**config.mk**
```make
export PLATFORM = sky130hd
export DESIGN_NAME = bsg_credit_pool_arbiter
export DESIGN_NICKNAME = d
export VERILOG_FILES = /design/src/rtl/bsg_credit_pool_arbiter.sv
export SDC_FILE = /design/constraint.sdc
export NUM_CORES = 1
export LEC_CHECK = 0
export ABC_AREA = 1
export BUFFER_PORTS_ARGS = -buffer_cell sky130_fd_sc_hd__buf_2
export CORE_MARGIN = 5
export CORE_UTILIZATION = 32
export CTS_BUF_LIST = sky130_fd_sc_hd__clkbuf_4 sky130_fd_sc_hd__clkbuf_8
export DETAILED_ROUTE_END_ITERATION = 6
export SETUP_SLACK_MARGIN = 0.1
export SYNTH_ARGS = -nofsm -noshare
export SYNTH_HDL_FRONTEND = slang
export SYNTH_SLANG_ARGS = --single-unit
```
**constraint.sdc**
```tcl
create_clock -name clk_i -period 5.1 [get_ports clk_i]
set_clock_uncertainty 0.2 [all_clocks]
set_input_delay 0.255 -clock clk_i [delete_from_list [all_inputs] [get_ports clk_i]]
set_output_delay 0.255 -clock clk_i [all_outputs]
set_load 0.03 [all_outputs]
```
**src/rtl/bsg_credit_pool_arbiter.sv**
```systemverilog
// Round-robin arbiter that issues at most one grant per cycle from a shared pool
// of up-down credits; each grant takes one credit, and returns come back in bulk.
module bsg_credit_pool_arbiter #(
  parameter int els_p          = 4,
  parameter int max_credits_p  = 16,
  parameter int init_credits_p = 16,
  parameter int max_return_p   = 4,
  localparam int cnt_width_lp  = $clog2(max_credits_p + 1),
  localparam int ret_width_lp  = $clog2(max_return_p + 1),
  localparam int id_width_lp   = (els_p == 1) ? 1 : $clog2(els_p)
) (
  input  logic                    clk_i,
  input  logic                    reset_i,
  input  logic [els_p-1:0]        v_i,
  output logic [els_p-1:0]        yumi_o,
  output logic                    grant_v_o,
  output logic [id_width_lp-1:0]  grant_id_o,
  input  logic                    stall_i,
  input  logic [ret_width_lp-1:0] credit_return_i,
  output logic [cnt_width_lp-1:0] credits_o,
  output logic                    credits_zero_o,
  output logic                    overflow_o
);

  localparam int sum_width_lp = cnt_width_lp + 1;

  logic [cnt_width_lp-1:0] r_credits;
  logic [id_width_lp-1:0]  r_rr_ptr;
  logic                    r_overflow;

  logic                    w_hi_found;
  logic                    w_lo_found;
  logic [id_width_lp-1:0]  w_hi_id;
  logic [id_width_lp-1:0]  w_lo_id;
  logic                    w_found;
  logic [id_width_lp-1:0]  w_win;
  logic                    w_grant;
  logic [sum_width_lp-1:0] w_sum;
  logic                    w_ovf;
  logic [id_width_lp-1:0]  w_ptr_next;

  // Split the scan at the pointer: requesters at or above it win over those below.
  // Scanning downward lets the lowest index in each half overwrite the others.
  always_comb begin
    w_hi_found = 1'b0;
    w_lo_found = 1'b0;
    w_hi_id    = '0;
    w_lo_id    = '0;
    for (int k = els_p - 1; k >= 0; k--) begin
      if (v_i[k]) begin
        if (k >= int'(r_rr_ptr)) begin
          w_hi_found = 1'b1;
          w_hi_id    = id_width_lp'(k);
        end else begin
          w_lo_found = 1'b1;
          w_lo_id    = id_width_lp'(k);
        end
      end
    end
  end

  assign w_found = w_hi_found | w_lo_found;
  assign w_win   = w_hi_found ? w_hi_id : w_lo_id;

  // Returns never enable a same-cycle grant: only the registered pool is consulted.
  assign w_grant = w_found & ~stall_i & (r_credits != '0) & ~reset_i;

  assign grant_v_o  = w_grant;
  assign grant_id_o = w_grant ? w_win : '0;
  assign yumi_o     = w_grant ? (els_p'(1) << w_win) : '0;

  assign w_sum = {1'b0, r_credits}
               - sum_width_lp'(w_grant)
               + sum_width_lp'(credit_return_i);
  assign w_ovf = (w_sum > sum_width_lp'(max_credits_p));

  assign w_ptr_next = (w_win == id_width_lp'(els_p - 1)) ? '0 : w_win + 1'b1;

  always_ff @(posedge clk_i or posedge reset_i) begin
    if (reset_i) begin
      r_credits  <= cnt_width_lp'(init_credits_p);
      r_rr_ptr   <= '0;
      r_overflow <= 1'b0;
    end else begin
      r_credits  <= w_ovf ? cnt_width_lp'(max_credits_p) : w_sum[cnt_width_lp-1:0];
      r_overflow <= r_overflow | w_ovf;
      if (w_grant) begin
        r_rr_ptr <= w_ptr_next;
      end
    end
  end

  assign credits_o      = r_credits;
  assign credits_zero_o = (r_credits == '0);
  assign overflow_o     = r_overflow;

`ifndef SYNTHESIS
  always @(posedge clk_i) begin
    if (!reset_i) begin
      if (credit_return_i > ret_width_lp'(max_return_p)) begin
        $error("bsg_credit_pool_arbiter: credit_return_i=%0d above max_return_p=%0d",
               credit_return_i, max_return_p);
      end
      if (!r_overflow && w_ovf) begin
        $display("bsg_credit_pool_arbiter: pool clamped at %0d, overflow_o now set",
                 max_credits_p);
      end
    end
  end
`endif

endmodule
```
==> Yosys cells after proc, flatten, opt, wreduce, memory -nomap -nowiden <==
Cells that the tools add are included.
{ "totals": {"regBits": 8, "input_bits": 10} }
{ "classes": {"bitwise": 7, "addsub": 3, "n_mux": 31, "magnitude_cmp": 4, "shift": 1, "n_reduce_logical": 2, "n_eq_ne": 1} }
{ "ops": {"columns": ["cell", "n"], "rows": [
  ["$mux 2", 16],
  ["$mux 1", 13],
  ["$add 6x3->6", 1],
  ["$gt 6x5->1 const B", 1],
  ["$sub 5x1->6", 1],
  ["$logic_not 5->1", 1],
  ["$mux 5", 1],
  ["$reduce_bool 5->1", 1],
  ["$ge 1x2->1 const A", 2],
  ["$mux 4", 1],
  ["$shl 1x2->4 const A", 1],
  ["$and 1x1->1", 3],
  ["$add 2x1->2 const B", 1],
  ["$eq 2x2->1 const B", 1],
  ["$ge 2x2->1 const A", 1],
  ["$not 1->1", 2],
  ["$or 1x1->1", 2]
]} }

==> Depth between registers and ports, before layout <==
{ "depth": {"word_depth": 15, "ltp_mapped": 19, "mapped_depth_nobuf": 19} }

==> Worst setup path after synthesis <==
OpenSTA, ideal clock, no wires.
{ "synth_timing": {"path_kind": "flip-flop to flip-flop", "start": "register r_credits[4] (netlist: credits_o[4])", "end": "register r_credits[0] (netlist: credits_o[0])", "synth_period_minus_slack_ns": 2.808, "path_stages_with_launch": 18, "setup_ns": 0.072, "slack_ns": 2.292, "arrival_ns": 2.536, "required_ns": 4.828, "cell_sequence": "dfstp_2 -> inv_1 -> nand4_1 -> nand3_1 -> inv_1 -> nand2_4 -> inv_4 -> ha_1 -> inv_1 -> ha_1 -> fa_1 -> inv_1 -> nand2_1 -> nor2_1 -> nand3_1 -> nand2_1 -> nand2_1 -> nor2_1"} }
{ "synth_via": {"elab_chain_len": 7} }
{ "synth_lines": {"columns": ["element", "line_no", "rtl"], "rows": [
  ["from (decl)", "27", "logic [cnt_width_lp-1:0] r_credits;"],
  ["from (signal assigned)", "81", "r_credits <= cnt_width_lp'(init_credits_p);"],
  ["from (signal assigned)", "85", "r_credits <= w_ovf ? cnt_width_lp'(max_credits_p) : w_sum[cnt_width_lp-1:0];"],
  ["$reduce_bool 5->1 (*)", "66", "assign w_grant = w_found & ~stall_i & (r_credits != '0) & ~reset_i;"],
  ["$and 1x1->1 (*) (2 in series)", "66", null],
  ["named net grant_v_o", "16", "output logic grant_v_o,"],
  ["$sub 5x1->6 (*)", "73", "- sum_width_lp'(w_grant)"],
  ["$add 6x3->6 (*)", "74", "+ sum_width_lp'(credit_return_i);"],
  ["$gt 6x5->1", "75", "assign w_ovf = (w_sum > sum_width_lp'(max_credits_p));"],
  ["$mux 5 (*)", "85", null]
]} }
Mark *: on every way through the listed nets, which the timed path passes. The rest lies on a longest branch.
A chain may end at the register's enable or synchronous reset.

==> Final worst setup path <==
{ "layout_timing": {"start": "input reset_i", "end": "register r_credits[3] (netlist: credits_o[3])"} }
{ "layout_via": {"elab_chain_len": 6} }
{ "layout_lines": {"columns": ["element", "line_no", "rtl"], "rows": [
  ["from (decl)", "13", "input logic reset_i,"],
  ["$not 1->1 (*)", "66", null],
  ["$and 1x1->1 (*)", "66", null],
  ["$sub 5x1->6 (*)", "73", null],
  ["$add 6x3->6 (*)", "74", null],
  ["$gt 6x5->1", "75", null],
  ["$mux 5 (*)", "85", null]
]} }
Every way passes the cells marked *; elsewhere a longest branch is shown, timed or not.

==> PnR_summary.wiki <==
{| class="wikitable"
! Metric !! Value
|-
| Synthesized flop and latch total || 8
|-
| Worst max-slew margin expressed relative to the limit || between 70% and 80%
|-
| Critical Path AT || about 3.1 ns
|-
| Number of core rows || 18
|-
| Crit path launch type || input port
|-
| Share of the clock period used by the worst path after layout || about three fifths
|-
| Highest Clock Rate || ~0.32 GHz
|-
| Sum of negative setup slack || 0 ns
|-
| Startpoint-to-endpoint class of the critical path || input port to flop
|-
| Overall Global Routing Usage || 11.13%
|-
| Largest family of logic cells by synthesized area || simple AND/OR/NAND/NOR gates
|-
| Family with the most delay on the worst path || buffers and inverters
|-
| Post-synthesis share of cell area spent on xor and xnor gates || under 10%
|-
| Kind of path behind the tightest hold check || input port to flop
|-
| Area of combinational cells with multiple inputs || between 500 and 600 µm²
|-
| Clock sinks || 8
|-
| Count of input and output buffers || 23
|-
| CTS clk-pin slew, worst paths || about 0.050 ns
|-
| Commonest register cell after synthesis || sky130_fd_sc_hd__dfrtp_1
|-
| Vert. Die Dim || slightly above 60 µm
|-
| Post-detailed-route via-to-cell ratio || 4.324
|-
| Worst Max-Slew Pin Slew || approximately 0.31 ns
|-
| Post-Syn Area || about 840 µm²
|-
| DRC || 0
|-
| Maximum number of buffers from clock root to sink || 2
|-
| Area of the die || 3767 µm²
|-
| Unrepaired setup endpoints after global routing || false
|-
| Clock H-tree levels || 1
|-
| CTS tree || yes
|-
| Total inserted antenna cells || 0
|-
| Iteration count of the initial detailed-routing pass || 2
|-
| Via count of the first global-routing pass || roughly 800
|-
| Ys async rst share || 100.0%
|-
| Pwr Density || 522.4 nW/µm²
|-
| Initial DRC count || 30
|-
| Critical path endpoint category || flop
|-
| Number of enable flip-flop cells after synthesis || 0
|-
| Final HPWL DP || between 1500 and 2000 µm
|-
| Synthesized-area fraction occupied by ao, oa, aoi and oai cells || between 5 and 6%
|-
| Num CTS Buffers || 3
|-
| Fraction of the yosys area taken by sequential cells || about a quarter
|-
| Buffer count from post-CTS setup fixing || 0
|-
| CP cell instances || dlygate4sd3_1 -> buf_2 -> inv_1 -> nand3_1 -> inv_1 -> nand2_4 -> inv_4 -> ha_1 -> inv_1 -> ha_1 -> fa_1 -> inv_1 -> nand2_1 -> nor2_1 -> nand3_1 -> nand2_1 -> nand2_1 -> nor2_1
|-
| Share of cells above drive strength 1 || between 20% and 30%
|-
| Post-synthesis adder-cell area fraction || roughly a fifth
|-
| CTS resizes || 0
|-
| Final Hold Violating Endpoints || 0
|-
| Distinct cell type count after synthesis || 20
|-
| Final-layout fill cell count || 263
|-
| Worst vdd rail ir drop || roughly 300 µV
|-
| Ys Warns || 0
|-
| Starting density of the core || 33.78%
|-
| Detail Route Antenna Nets || 0
|-
| Worst endpoint required time || between 5 and 6 ns
|-
| Critical-path maximum fanout || 9
|-
| Met2 routing resource usage after global routing || about a fifth
|-
| Relative area change from synthesis to final layout || 22.81%
|-
| Average detailed-routed wire length per instance || between 9 and 10 µm
|-
| Total wirelength of the detailed-routed design || between 1500 and 2000 µm
|-
| Largest net degree at the start of global routing || 10
|-
| Number of antenna violations at the first check in global routing || 0
|-
| Final critical path time including I/O delays and setup || 3.083 ns
|-
| Io pins || 24
|-
| Net count after synthesis || 150
|-
| Met1 Track Usage GR || ~13%
|-
| Layout Nets || roughly 180
|-
| Crit path top cell by count || sky130_fd_sc_hd__inv_1
|-
| Total of max-cap violations || 0
|-
| DR vias || 800
|-
| Max Slew Vio Count || 0
|-
| Width of the chip || just over 60 µm
|-
| Buf/Inv on CP || 7
|-
| Mean instance size in the synthesized netlist || ~6.7 µm²
|-
| Slowest-stage cell, CP || sky130_fd_sc_hd__dlygate4sd3_1
|-
| Clock tree root driver cell || sky130_fd_sc_hd__clkbuf_4
|-
| Instance count of the mapped netlist || roughly 130
|-
| Power Total || about 0.54 mW
|-
| Most used cells in the layout excluding fill and tap cells || 36 x sky130_fd_sc_hd__inv_1, 23 x sky130_fd_sc_hd__nand2_1, 23 x sky130_fd_sc_hd__buf_2
|-
| Final setup viols || 0
|-
| Pleak || ~0.66 nW
|-
| Final estimated routing congestion in global placement || approximately 0.74
|-
| Flip-flop and latch area || 201.4 µm²
|-
| GR Layer Usage met3 || under 10%
|-
| Top Usage Layer GRT || met2
|-
| Slowest Stage Delay on Critical Path || 0.53 ns
|-
| Clock Latency Late Sink || 0.25 ns
|-
| Commonest non-fill, non-tap cell in the layout || sky130_fd_sc_hd__inv_1
|-
| Proportion of synthesized area in mux cells || 0%
|-
| First-pass GRT wire length || about 3200 µm
|-
| Simple-gate share of the synthesized area || roughly a third
|-
| Outcome || finished clean
|-
| Total grt overflow || 0
|-
| Std-Cell Core Area || ~2500 µm²
|}
metal layers:
| metal | up-vias | wire length (µm) |
|---|---|---|
| met1 | 347 | 807 |
| li1 | 434 | - |
| met5 | - | 0 |
| met2 | 17 | 854 |
| met3 | 2 | 138 |
| met4 | 0 | 6 |
tightest hold or removal path, cell delays in order:
cell and delay (ns):
sky130_fd_sc_hd__buf_2 0.08, sky130_fd_sc_hd__ha_1 0.12, sky130_fd_sc_hd__inv_1 0.05, sky130_fd_sc_hd__nor2_1 0.09
cell families (layout without fill, tap and decap cells):
logic type      count (synthesis)  in the layout
xor+xnor                        1              1
buf+inv                        37             65
simple gates                   61             61
fa+ha+maj                      13             13
compound gates                  7              7
flops                           8              8
registers in the layout (all words and copies together), names as in the netlist:
name / cells
credits_o: 5
overflow_o: 1
r_rr_ptr: 2
power by group:
| group | total (mW) | switching, mW | internal [mW] |
|---|---|---|---|
| combinational | 0.377 | 0.249 | 0.128 |
| clock | 0.0550 | 0.0198 | 0.0351 |
| sequential | 0.110 | 0.0202 | 0.0893 |
Yosys cell counts (2+ instances only):
master | n | area share, %
sky130_fd_sc_hd__nand4_1 | 2 | 1.5
sky130_fd_sc_hd__inv_1 | 36 | 16
sky130_fd_sc_hd__a21oi_1 | 3 | 1.8
sky130_fd_sc_hd__nand3_1 | 9 | 5.3
sky130_fd_sc_hd__dfrtp_1 | 7 | 21
sky130_fd_sc_hd__a21o_1 | 2 | 1.8
sky130_fd_sc_hd__nor2_1 | 18 | 8.0
sky130_fd_sc_hd__nand2_2 | 5 | 3.7
sky130_fd_sc_hd__nand2_1 | 23 | 10
sky130_fd_sc_hd__ha_1 | 12 | 18
what timing repair did:
| action | CTS | global route |
|---|---|---|
| hold buffers | 1 | 0 |
| setup endpoints to repair | 0 | 0 |
| endpoints found under the hold margin | 7 | 0 |
per-stage QoR:
step / instances / hold WS [ns] / setup slack (ns) / cell area, µm² / util, %
after floorplan: 127 / -0.1217 / 2.292 / 844.6 / -
after global placement: 180 / 0.01215 / 2.240 / 997.2 / 39.89
after detailed placement: 180 / 0.01966 / 2.154 / 997.2 / 39.89
after CTS: 185 / 0.1888 / 1.970 / 1037 / 41.49
after global routing: 185 / 0.1943 / 1.741 / 1037 / 41.49
final: 185 / 0.1956 / 2.017 / 1037 / 41.49
final timing paths:
check	start	to	slack (ns)	depth (start not counted)
setup / recovery	reset_i	credits_o[3]	2.02	18
min in group asynchronous	reset_i	credits_o[0]	0.29	3
hold / removal	credit_return_i[0]	credits_o[0]	0.20	4
hold reg to reg	overflow_o	overflow_o	0.26	1
setup reg to reg	r_rr_ptr[1]	credits_o[3]	2.15	17
max in group asynchronous	reset_i	credits_o[4]	4.12	3
final cells by class:
type | instances | share of cell area [%]
clock buffer | 4 | 2.895
inverter | 37 | 13.63
multi-input combinational | 82 | 48.37
sequential | 8 | 19.42
tap | 30 | 3.619
timing repair buffer | 24 | 12.06
Power figures use the tool's default switching activity.
